File: config.mk
export PLATFORM = sky130hd
export DESIGN_NAME = direct_mapped_cache
export DESIGN_NICKNAME = d
export VERILOG_FILES = /design/src/rtl/direct_mapped_cache.sv
export SDC_FILE = /design/constraint.sdc
export NUM_CORES = 1
export LEC_CHECK = 0
export BUFFER_PORTS_ARGS = -buffer_cell sky130_fd_sc_hd__buf_2
export CAP_MARGIN = 20
export CORE_UTILIZATION = 52
export DETAILED_ROUTE_END_ITERATION = 10
export GPL_ROUTABILITY_DRIVEN = 0
export GPL_TIMING_DRIVEN = 0
export PLACE_DENSITY = 0.76
export SYNTH_ARGS = -nofsm -noshare
export SYNTH_HDL_FRONTEND = slang
export SYNTH_SLANG_ARGS = --single-unit
export TNS_END_PERCENT = 30
File: constraint.sdc
create_clock -name clk_i -period 4.5 [get_ports clk_i]
set_input_delay 0.225 -clock clk_i [delete_from_list [all_inputs] [get_ports clk_i]]
set_output_delay 0.225 -clock clk_i [all_outputs]
set_load 0.01 [all_outputs]
File: src/rtl/direct_mapped_cache.sv
// Direct-mapped, write-through, no-write-allocate cache with one word per line.
// Optional hit/miss counters: define DIRECT_MAPPED_CACHE_STATS_EN.
module direct_mapped_cache #(
  parameter int DATA_WIDTH    = 16,
  parameter int ADDRESS_WIDTH = 3,
  parameter int INDEX_WIDTH   = 2
) (
  input  logic                     clk_i,
  input  logic                     reset_n_i,
  input  logic [ADDRESS_WIDTH-1:0] address_0_i,
  input  logic                     address_valid_0_i,
  input  logic [DATA_WIDTH-1:0]    write_data_0_i,
  input  logic                     write_data_valid_0_i,
  input  logic                     read_write_select_0_i,
  output logic [DATA_WIDTH-1:0]    read_data_0_o,
  output logic                     read_data_valid_0_o,
  output logic                     write_done_0_o,
  output logic                     port_ready_0_o,
  output logic [ADDRESS_WIDTH-1:0] mem_address_0_o,
  output logic                     mem_address_valid_0_o,
  output logic [DATA_WIDTH-1:0]    mem_write_data_0_o,
  output logic                     mem_write_data_valid_0_o,
  output logic                     mem_read_write_select_0_o,
  input  logic [DATA_WIDTH-1:0]    mem_read_data_0_i,
  input  logic                     mem_read_data_valid_0_i,
  input  logic                     mem_write_done_0_i,
  input  logic                     mem_port_ready_0_i
`ifdef DIRECT_MAPPED_CACHE_STATS_EN
  ,
  output logic [15:0]              hit_count_o,
  output logic [15:0]              miss_count_o
`endif
);

  localparam int TAG_WIDTH = ADDRESS_WIDTH - INDEX_WIDTH;
  localparam int LINES     = 1 << INDEX_WIDTH;

  typedef enum logic [1:0] {IDLE, LOOKUP, MEM_REQ, MEM_WAIT} state_e;

  state_e                   state_q;
  logic [ADDRESS_WIDTH-1:0] req_addr_q;
  logic [DATA_WIDTH-1:0]    req_data_q;
  logic                     req_write_q;
  logic [LINES-1:0]         valid_q;
  logic [TAG_WIDTH-1:0]     tag_q  [LINES];
  logic [DATA_WIDTH-1:0]    data_q [LINES];
  logic [DATA_WIDTH-1:0]    read_data_q;
  logic                     read_data_valid_q;
  logic                     write_done_q;
  logic                     port_ready_q;
  logic                     mem_valid_q;

  logic [INDEX_WIDTH-1:0]   req_index;
  logic [TAG_WIDTH-1:0]     req_tag;
  logic                     hit;
  logic                     accept;
  logic                     line_we;
  logic [DATA_WIDTH-1:0]    line_wdata;

  assign req_index  = req_addr_q[INDEX_WIDTH-1:0];
  assign req_tag    = req_addr_q[ADDRESS_WIDTH-1:INDEX_WIDTH];
  assign hit        = valid_q[req_index] && (tag_q[req_index] == req_tag);
  assign accept     = address_valid_0_i && (!read_write_select_0_i || write_data_valid_0_i);
  // Line is written on a write hit in LOOKUP, or filled when a read miss returns.
  assign line_we    = ((state_q == LOOKUP) && req_write_q && hit) ||
                      ((state_q == MEM_WAIT) && !req_write_q && mem_read_data_valid_0_i);
  assign line_wdata = req_write_q ? req_data_q : mem_read_data_0_i;

  always_ff @(posedge clk_i or negedge reset_n_i) begin
    // NOTE: sequential state uses <= so every register samples pre-edge values.
    if (!reset_n_i) begin
      state_q           <= IDLE;
      req_addr_q        <= '0;
      req_data_q        <= '0;
      req_write_q       <= 1'b0;
      valid_q           <= '0;
      read_data_q       <= '0;
      read_data_valid_q <= 1'b0;
      write_done_q      <= 1'b0;
      port_ready_q      <= 1'b1;
      mem_valid_q       <= 1'b0;
    end else begin
      case (state_q)
        IDLE: if (accept) begin
          req_addr_q        <= address_0_i;
          req_data_q        <= write_data_0_i;
          req_write_q       <= read_write_select_0_i;
          read_data_valid_q <= 1'b0;
          write_done_q      <= 1'b0;
          port_ready_q      <= 1'b0;
          state_q           <= LOOKUP;
        end
        LOOKUP: if (!req_write_q && hit) begin
          read_data_q       <= data_q[req_index];
          read_data_valid_q <= 1'b1;
          port_ready_q      <= 1'b1;
          state_q           <= IDLE;
        end else begin
          mem_valid_q <= 1'b1;
          state_q     <= MEM_REQ;
        end
        MEM_REQ: if (mem_port_ready_0_i) begin
          mem_valid_q <= 1'b0;
          state_q     <= MEM_WAIT;
        end
        MEM_WAIT: if (req_write_q) begin
          if (mem_write_done_0_i) begin
            write_done_q <= 1'b1;
            port_ready_q <= 1'b1;
            state_q      <= IDLE;
          end
        end else if (mem_read_data_valid_0_i) begin
          valid_q[req_index] <= 1'b1;
          read_data_q        <= mem_read_data_0_i;
          read_data_valid_q  <= 1'b1;
          port_ready_q       <= 1'b1;
          state_q            <= IDLE;
        end
        default: state_q <= IDLE;
      endcase
    end
  end

  // NOTE: tag/data storage is deliberately unreset; the valid bits alone guard it.
  always_ff @(posedge clk_i) begin
    if (line_we) begin
      tag_q[req_index]  <= req_tag;
      data_q[req_index] <= line_wdata;
    end
  end

  assign read_data_0_o             = read_data_q;
  assign read_data_valid_0_o       = read_data_valid_q;
  assign write_done_0_o            = write_done_q;
  assign port_ready_0_o            = port_ready_q;
  assign mem_address_0_o           = req_addr_q;
  assign mem_address_valid_0_o     = mem_valid_q;
  assign mem_write_data_0_o        = req_data_q;
  assign mem_write_data_valid_0_o  = mem_valid_q & req_write_q;
  assign mem_read_write_select_0_o = req_write_q;

`ifdef DIRECT_MAPPED_CACHE_STATS_EN
  logic [15:0] hit_count_q;
  logic [15:0] miss_count_q;

  always_ff @(posedge clk_i or negedge reset_n_i) begin
    if (!reset_n_i) begin
      hit_count_q  <= '0;
      miss_count_q <= '0;
    end else if (state_q == LOOKUP) begin
      if (hit) begin
        if (hit_count_q != 16'hFFFF) hit_count_q <= hit_count_q + 16'd1;
      end else if (miss_count_q != 16'hFFFF) begin
        miss_count_q <= miss_count_q + 16'd1;
      end
    end
  end

  assign hit_count_o  = hit_count_q;
  assign miss_count_o = miss_count_q;
`endif

endmodule

==> results of run 1 <==
==> worst register-to-register path, stage by stage, from the launching register on <==
cell     delay [ns]
dfrtp_1        0.36
buf_6          0.15
mux4_2         0.56
xnor2_2        0.19
a31oi_1        0.23
nor3_2         0.84
buf_6          0.28
==> metal layers <==
metal,part of all wire (%),vias up,routed length [um]
met1,41,1492,4340
met4,2.2,0,231
met5,0,-,0
met3,4.9,22,517
li1,-,1260,-
met2,52,107,5570
==> cell usage after synthesis <==
cell	n
inv_1	3
o21bai_1	1
a31oi_1	3
nand3b_1	1
a31o_1	1
mux4_2	18
nor3_1	4
mux2_2	59
dfrtp_1	45
nor2_1	4
xor2_1	1
nand2_1	5
mux2_4	9
buf_6	2
clkbuf_1	6
and2_1	1
nand3_1	1
xnor2_2	1
nand2b_1	3
a31o_2	4
buf_12	1
a21oi_1	1
o21a_1	1
buf_2	3
o211a_1	1
dfstp_2	1
edfxtp_1	68
o21ai_0	4
buf_1	2
a211oi_1	1
==> state kept, by name (all words and copies together), names as in the netlist, named ones only <==
| name | count |
|---|---|
| read_data_valid_0_o | 1 |
| mem_write_data_0_o | 16 |
| valid_q | 4 |
| state_q | 1 |
| port_ready_0_o | 1 |
| mem_address_valid_0_o | 1 |
| tag_q | 4 |
| data_q | 64 |
| write_done_0_o | 1 |
| read_data_0_o | 16 |
| mem_address_0_o | 3 |
| mem_read_write_select_0_o | 1 |
==> layout by cell type, fill, tap and decap left out, types with 4 or more instances in the layout <==
cell type      netlist  layout
mux2_2              59      59
clkbuf_16            0      17
buf_2                3      86
o21ai_0              4       4
edfxtp_1            68      68
buf_6                2       6
mux4_2              18      18
a31o_2               4       4
dlygate4sd3_1        0      24
nand2_1              5       5
nor3_2               0       4
mux2_4               9       9
nor2_1               4       4
dfrtp_1             45      45
clkinv_2             0       5
clkbuf_1             6       9
==> cell type report <==
| cell class | instances | area, um^2 | area share, % |
|---|---|---|---|
| flip-flops and latches | 114 | 3190 | 51.7 |
| clock buffers | 22 | 464 | 7.51 |
| repair buffers | 112 | 721 | 11.7 |
| multi-input cells | 124 | 1460 | 23.6 |
| clock inverters | 10 | 108 | 1.74 |
| well taps | 108 | 135 | 2.19 |
| plain buffers | 14 | 87.6 | 1.42 |
| inverters | 3 | 11.3 | 0.182 |
==> logic make-up after synthesis <==
group | count (synthesis) | synth area share, %
muxes | 86 | 25.4
xor gates and xnor gates | 2 | 0.529
buffers and inverters | 17 | 2.09
DFF | 114 | 67.5
AOI/OAI and AO/OA | 17 | 2.54
and+or+nand+nor | 19 | 1.93
==> path summary, 6_finish.rpt <==
path	startpoint	endpoint	cells after the start	slack [ns]
setup / recovery	mem_address_0_o[0]	data_q[2][5]	6	1.58
hold / removal	mem_read_data_0_i[13]	data_q[3][13]	2	0.08
setup reg to reg	mem_address_0_o[0]	data_q[2][5]	6	1.58
hold reg to reg	valid_q[3]	valid_q[3]	1	0.47
max in group asynchronous	reset_n_i	port_ready_0_o	3	3.74
min in group asynchronous	reset_n_i	mem_write_data_0_o[13]	2	0.18
==> metrics by stage <==
stage               total power (W)  std cells  area (um^2)
finish                      0.00459        507         6180
floorplan                   0.00276        255         4730
detailed placement          0.00328        450         5350
CTS                         0.00460        506         6160
global placement            0.00320        446         5290
global route                0.00479        507         6180
==> power by group through the flow <==
stage	clock network, W	registers (W)	logic (W)
global route	0.00134	0.00169	0.00176
global placement	0	0.00166	0.00154
floorplan	0	0.00173	0.00103
finish	0.00128	0.00166	0.00165
CTS	0.00129	0.00166	0.00165
detailed placement	0	0.00167	0.00160
==> results.json, run 1 <==
{
  "drt_pass1_iterations": 4,
  "syn-num-nets": 298,
  "ctsHtreeMaxLevel": 4,
  "crit_family": "simple AND/OR/NAND/NOR gates",
  "start_util_pct": 54.0,
  "worst_pin_slew_ns": 1.04,
  "timing.critical_path.buf_inv": 2,
  "cts_buffers": 17,
  "place_ws_ns": 1.68,
  "required_ns": 4.71,
  "drtIter0Drc": 119,
  "rows": 34,
  "vias_per_cell": 5.68,
  "period_share_pct": 64.9,
  "cts_sinks": 114,
  "clkPwrFrac_pct": 27.9,
  "p_leak_nw": 2.46,
  "final_nets": 429,
  "crit_path_frequent_cell": "buf_6",
  "grt_pass1_wl_mm": 16.4,
  "diodes": 0,
  "crit_path_start_kind": "flop",
  "internal_power_w": 0.00318,
  "combPwrFrac_pct": 35.9,
  "synth_area_leaders": "edfxtp_1 43%, dfrtp_1 24%, mux2_2 14%",
  "fp.dieH_um": 97.4,
  "ys_seq_elements": 114,
  "setup_viol": 0,
  "critPathMaxStageDelay_ns": 0.84,
  "finalCriticalPeriod_ns": 2.92,
  "min_path_type": "in2reg",
  "ys_warn_count": 0,
  "criticalPathCategory": "reg2reg",
  "swShare_pct": 30.8,
  "wl_per_cell_um": 21.0,
  "cts_resized": 0,
  "gr-usage-met1_pct": 30.6,
  "vias": 2881,
  "fin_setup_tns_ns": 0,
  "num-fill-cells": 545,
  "cts_root_buf": "clkbuf_8",
  "maxCapViolCount": 0,
  "die_width_um": 97.4,
  "routed_wl_mm": 10.7,
  "use_met2_pct": 38.9,
  "path_clk_slew_ns": 0.06,
  "yosysTopAreaCellShare_pct": 43.1,
  "p_sw_w": 0.00141,
  "portBuffers": 83,
  "fin_ws_ns": 1.58,
  "syn_area_mm2": 0.00473,
  "track_usage_pct": 23.8,
  "maxSlewViolCount": 0,
  "fmaxAchievable_mhz": 342,
  "syn_avg_cell_area_um2": 18.6,
  "synth_cells": 255,
  "holdWs_ns": 0.0836,
  "path_cells": "buf_6 -> mux4_2 -> xnor2_2 -> a31oi_1 -> nor3_2 -> buf_6",
  "dp_hpwl_mm": 6.27,
  "hold_violations": 0,
  "max_slew_margin_pct": 30.4,
  "area_delta_synth_final_pct": 30.6,
  "layout-drive-gt1-share_pct": 54.9,
  "ios": 84,
  "die_area_mm2": 0.00949,
  "drc": 0,
  "rsz0062_at_grt": "no",
  "met3_usage_pct": 5.76,
  "grt_pass1_vias": 3047,
  "cts_hold_buf": 24,
  "ant_nets": 0,
  "gr-total-overflow": 0,
  "grt_max_degree": 47,
  "ys_seq_area_share_pct": 67.5,
  "cp_slowest_cell": "nor3_2",
  "outcome": "finished, final reports clean",
  "clkLatencyLatePin_ns": 0.52,
  "clock_skew_ns": 0.0105,
  "end_kind": "flop",
  "fp.coreArea_mm2": 0.00876,
  "busiest_layer": "met2",
  "antenna_found_initial": 0,
  "cp_data_arrival_time_ns": 3.13,
  "cp_max_fo": 10,
  "cts_buffer_depth": 2,
  "pwr-share-seq_pct": 36.2,
  "post-route-util_pct": 70.5,
  "synth_cell_types": 30,
  "synth_area_leader_cell": "edfxtp_1",
  "cts_setup_buffers": 0,
  "max-vdd-ir-drop_uv": 376,
  "power_density_mw_per_mm2": 742,
  "cts_tree": "yes"
}
(Power assumes the default switching activity.)
==> run 2, diff against run 1 <==
--- a/config.mk
+++ b/config.mk
@@ -5,6 +5,7 @@
 export SDC_FILE = /design/constraint.sdc
 export NUM_CORES = 1
 export LEC_CHECK = 0
+export ABC_AREA = 1
 export BUFFER_PORTS_ARGS = -buffer_cell sky130_fd_sc_hd__buf_2
 export CAP_MARGIN = 20
 export CORE_UTILIZATION = 52
==> constraint.sdc (replaced) <==
create_clock -name clk_i -period 2.85 [get_ports clk_i]
set_input_delay 0.1425 -clock clk_i [delete_from_list [all_inputs] [get_ports clk_i]]
set_output_delay 0.1425 -clock clk_i [all_outputs]
set_load 0.01 [all_outputs]
==> run 2 against run 1 <==
  * Critical path depth increased by 1
  * Wire length increased by 21%
  * Design area increased by 1.5%
  * Hold slack got worse by 0.061 ns
  * Critical endpoint is now data_q[2][4]
  * Critical path type unchanged
  * Via count increased by 43%
  * Synthesized area increased by 2.6%
==> results.json, run 2 <==
{
  "fp.coreArea_mm2": 0.00889,
  "fmaxAchievable_mhz": 419,
  "top_register": "data_q",
  "min_path_type": "in2reg",
  "ys_seq_elements": 114,
  "grt_max_degree": 47,
  "holdPathEnd": "valid_q[2]",
  "drc": 0,
  "dp_hpwl_mm": 8.50,
  "num-fill-cells": 644,
  "ys_top_cells_by_count": "242 x nand2_1, 68 x edfxtp_1, 45 x dfrtp_1",
  "area_delta_synth_final_pct": 29.2,
  "final_common_cell": "nand2_1",
  "worst_pin_slew_ns": 0.622,
  "final_nets": 667,
  "drt_pass1_iterations": 5,
  "start_util_pct": 54.6,
  "maxSlewViolCount": 0,
  "syn_avg_cell_area_um2": 9.87,
  "cts_root_buf": "clkbuf_8",
  "die_area_mm2": 0.00973,
  "cts_resized": 0,
  "max-vdd-ir-drop_uv": 520,
  "ctsHtreeMaxLevel": 4,
  "cts_setup_buffers": 0,
  "yosysTopAreaCellShare_pct": 42.1,
  "critPathMaxStageDelay_ns": 0.43,
  "synth_cells": 492,
  "fp.dieH_um": 98.6,
  "fin_setup_tns_ns": 0,
  "holdWs_ns": 0.0224,
  "internal_power_w": 0.00442,
  "gr-total-overflow": 0,
  "stdcell_area_mm2": 0.00628,
  "antenna_found_initial": 0,
  "async_flop_share_pct": 40.4,
  "largest_reg_flops": 64,
  "combPwrFrac_pct": 38.6,
  "cts_buffers": 17,
  "routed_wl_mm": 12.9,
  "portBuffers": 83,
  "clkPwrFrac_pct": 25.7,
  "p_leak_nw": 2.89,
  "synth_most_common_cell": "nand2_1",
  "grt_pass1_vias": 4095,
  "rsz0062_at_grt": "no",
  "clkLatencyLatePin_ns": 0.52,
  "vias": 4113,
  "ant_nets": 0,
  "setup_viol": 0,
  "diodes": 0,
  "seqCellArea_mm2": 0.00319,
  "crit_path_start_kind": "flop",
  "track_usage_pct": 28.9,
  "synth_area_leader_cell": "edfxtp_1",
  "ys_seq_area_share_pct": 65.8,
  "cp_data_arrival_time_ns": 2.61,
  "required_ns": 3.07,
  "r2r-end": "data_q[2][4]",
  "die_width_um": 98.6,
  "finalCriticalPeriod_ns": 2.39,
  "path_cells": "inv_1 -> clkbuf_1 -> nand3_1 -> o21ai_0 -> inv_1 -> nor2_2 -> buf_8",
  "syn-num-nets": 535,
  "power_density_mw_per_mm2": 1170,
  "period_share_pct": 83.7,
  "synth_mux_area_share_pct": 0,
  "p_sw_w": 0.00289,
  "drtIter0Drc": 358,
  "synth_simple_gate_area_share_pct": 26.3,
  "ys.flop_type": "edfxtp_1",
  "cts_hold_buf": 25,
  "vias_per_cell": 5.52,
  "wl_per_cell_um": 17.4,
  "fin_ws_ns": 0.464,
  "outcome": "finished, final reports clean",
  "synth_edf_count": 68,
  "synth_top_family_by_area": "simple AND/OR/NAND/NOR gates",
  "crit_path_frequent_cell": "inv_1",
  "r2r-start": "mem_read_write_select_0_o",
  "cp_slowest_cell": "clkbuf_1",
  "synthXorXnorAreaFrac_pct": 0,
  "multi_input_area_mm2": 0.00146,
  "layout-drive-gt1-share_pct": 22.9,
  "pwr-share-seq_pct": 35.7,
  "max_slew_margin_pct": 58.6,
  "clock_skew_ns": 0.0159,
  "synth_area_leaders": "edfxtp_1 42%, dfrtp_1 23%, nand2_1 19%",
  "r2r_cells": 7,
  "mostFrequentLayoutCells": "242 x nand2_1, 88 x buf_2, 68 x edfxtp_1",
  "syn_area_mm2": 0.00486,
  "rows": 34,
  "regToRegSetupSlack_ns": 0.46,
  "synth_cell_types": 26,
  "path_clk_slew_ns": 0.05,
  "hold_start": "mem_read_data_valid_0_i",
  "synth-adder-area-share_pct": 0,
  "place_ws_ns": 0.502,
  "swShare_pct": 39.6,
  "synth_compound_area_share_pct": 3.58,
  "cts_tree": "yes",
  "place_area_mm2": 0.00548,
  "maxCapViolCount": 0,
  "cp_max_fo": 11,
  "hold_depth": 3,
  "cts_sinks": 114,
  "end_kind": "flop",
  "grt_pass1_wl_mm": 20.7,
  "ys_warn_count": 0,
  "cts_buffer_depth": 2,
  "criticalPathCategory": "reg2reg",
  "ios": 84,
  "hold_violations": 0
}
==> run 2: cell types whose count changed after synthesis, sizes merged, moves of 4 or more <==
cell / change
nand4: +35
nand2: +240
o21ai: +22
nor2: +8
nand3: +4
mux2: -68
inv: +24
mux4: -18
a31o: -5
==> run 2: worst max path at each step <==
| stage | to | startpoint | depth (start not counted) | slack [ns] |
|---|---|---|---|---|
| 2_1_floorplan | data_q[1][0] | mem_address_0_o[0] | 10 | 0.52 |
| 3_3_place_gp | data_q[0][1] | mem_read_write_select_0_o | 6 | -0.27 |
| 3_5_place_dp | data_q[2][4] | mem_read_write_select_0_o | 7 | 0.50 |
| 4_1_cts | data_q[2][4] | mem_read_write_select_0_o | 7 | 0.47 |
| 5_1_grt | data_q[2][4] | mem_read_write_select_0_o | 7 | 0.29 |
| 6_report | data_q[2][4] | mem_read_write_select_0_o | 7 | 0.46 |
==> run 2: cells by family (layout without fill, tap and decap cells) <==
| kind of cell | count (synthesis) | in the layout |
|---|---|---|
| buffers and inverters | 47 | 192 |
| AO/OA/AOI/OAI | 32 | 32 |
| flip-flops | 114 | 114 |
| AND/OR/NAND/NOR | 299 | 299 |
==> run 2: power by group through the flow <==
| stage | registers (W) | logic, W | clock network, W |
|---|---|---|---|
| 2_1_floorplan | 0.00270 | 0.00163 | 0 |
| 3_3_place_gp | 0.00261 | 0.00262 | 0 |
| 3_5_place_dp | 0.00262 | 0.00274 | 0 |
| 4_1_cts | 0.00260 | 0.00280 | 0.00188 |
| 5_1_grt | 0.00265 | 0.00313 | 0.00196 |
| 6_report | 0.00261 | 0.00282 | 0.00188 |
==> run 2: critical path, delay by kind of cell, from the launching register on <==
family / cells / cell delay [ns]
flip-flops: 1 / 0.40
AO/OA/AOI/OAI: 1 / 0.14
buffers and inverters: 4 / 0.88
AND/OR/NAND/NOR: 2 / 0.65
==> run 2: per-layer routing <==
layer	up-vias	routed length [um]	global-route usage, %
met1	1957	5040	36.1
li1	1897	-	-
met5	-	0	0
met4	0	300	11.5
met2	227	6510	49.4
met3	32	1090	6.03
==> run 2: metrics by stage <==
step / cells / power [W] / utilization [%]
floorplan: 492 / 0.00433 / -
global placement: 683 / 0.00523 / 60.8
detailed placement: 687 / 0.00536 / 61.6
CTS: 744 / 0.00729 / 70.4
global route: 745 / 0.00774 / 70.6
finish: 745 / 0.00731 / 70.6
==> run 2: final cells by class <==
| cell class | count | share of cell area (%) |
|---|---|---|
| buffer | 19 | 1.71 |
| clock buffer | 22 | 7.06 |
| clock inverter | 10 | 1.38 |
| inverter | 28 | 1.67 |
| multi-input combinational | 331 | 23.2 |
| sequential | 114 | 50.9 |
| tap | 108 | 2.15 |
| timing repair buffer | 113 | 11.9 |
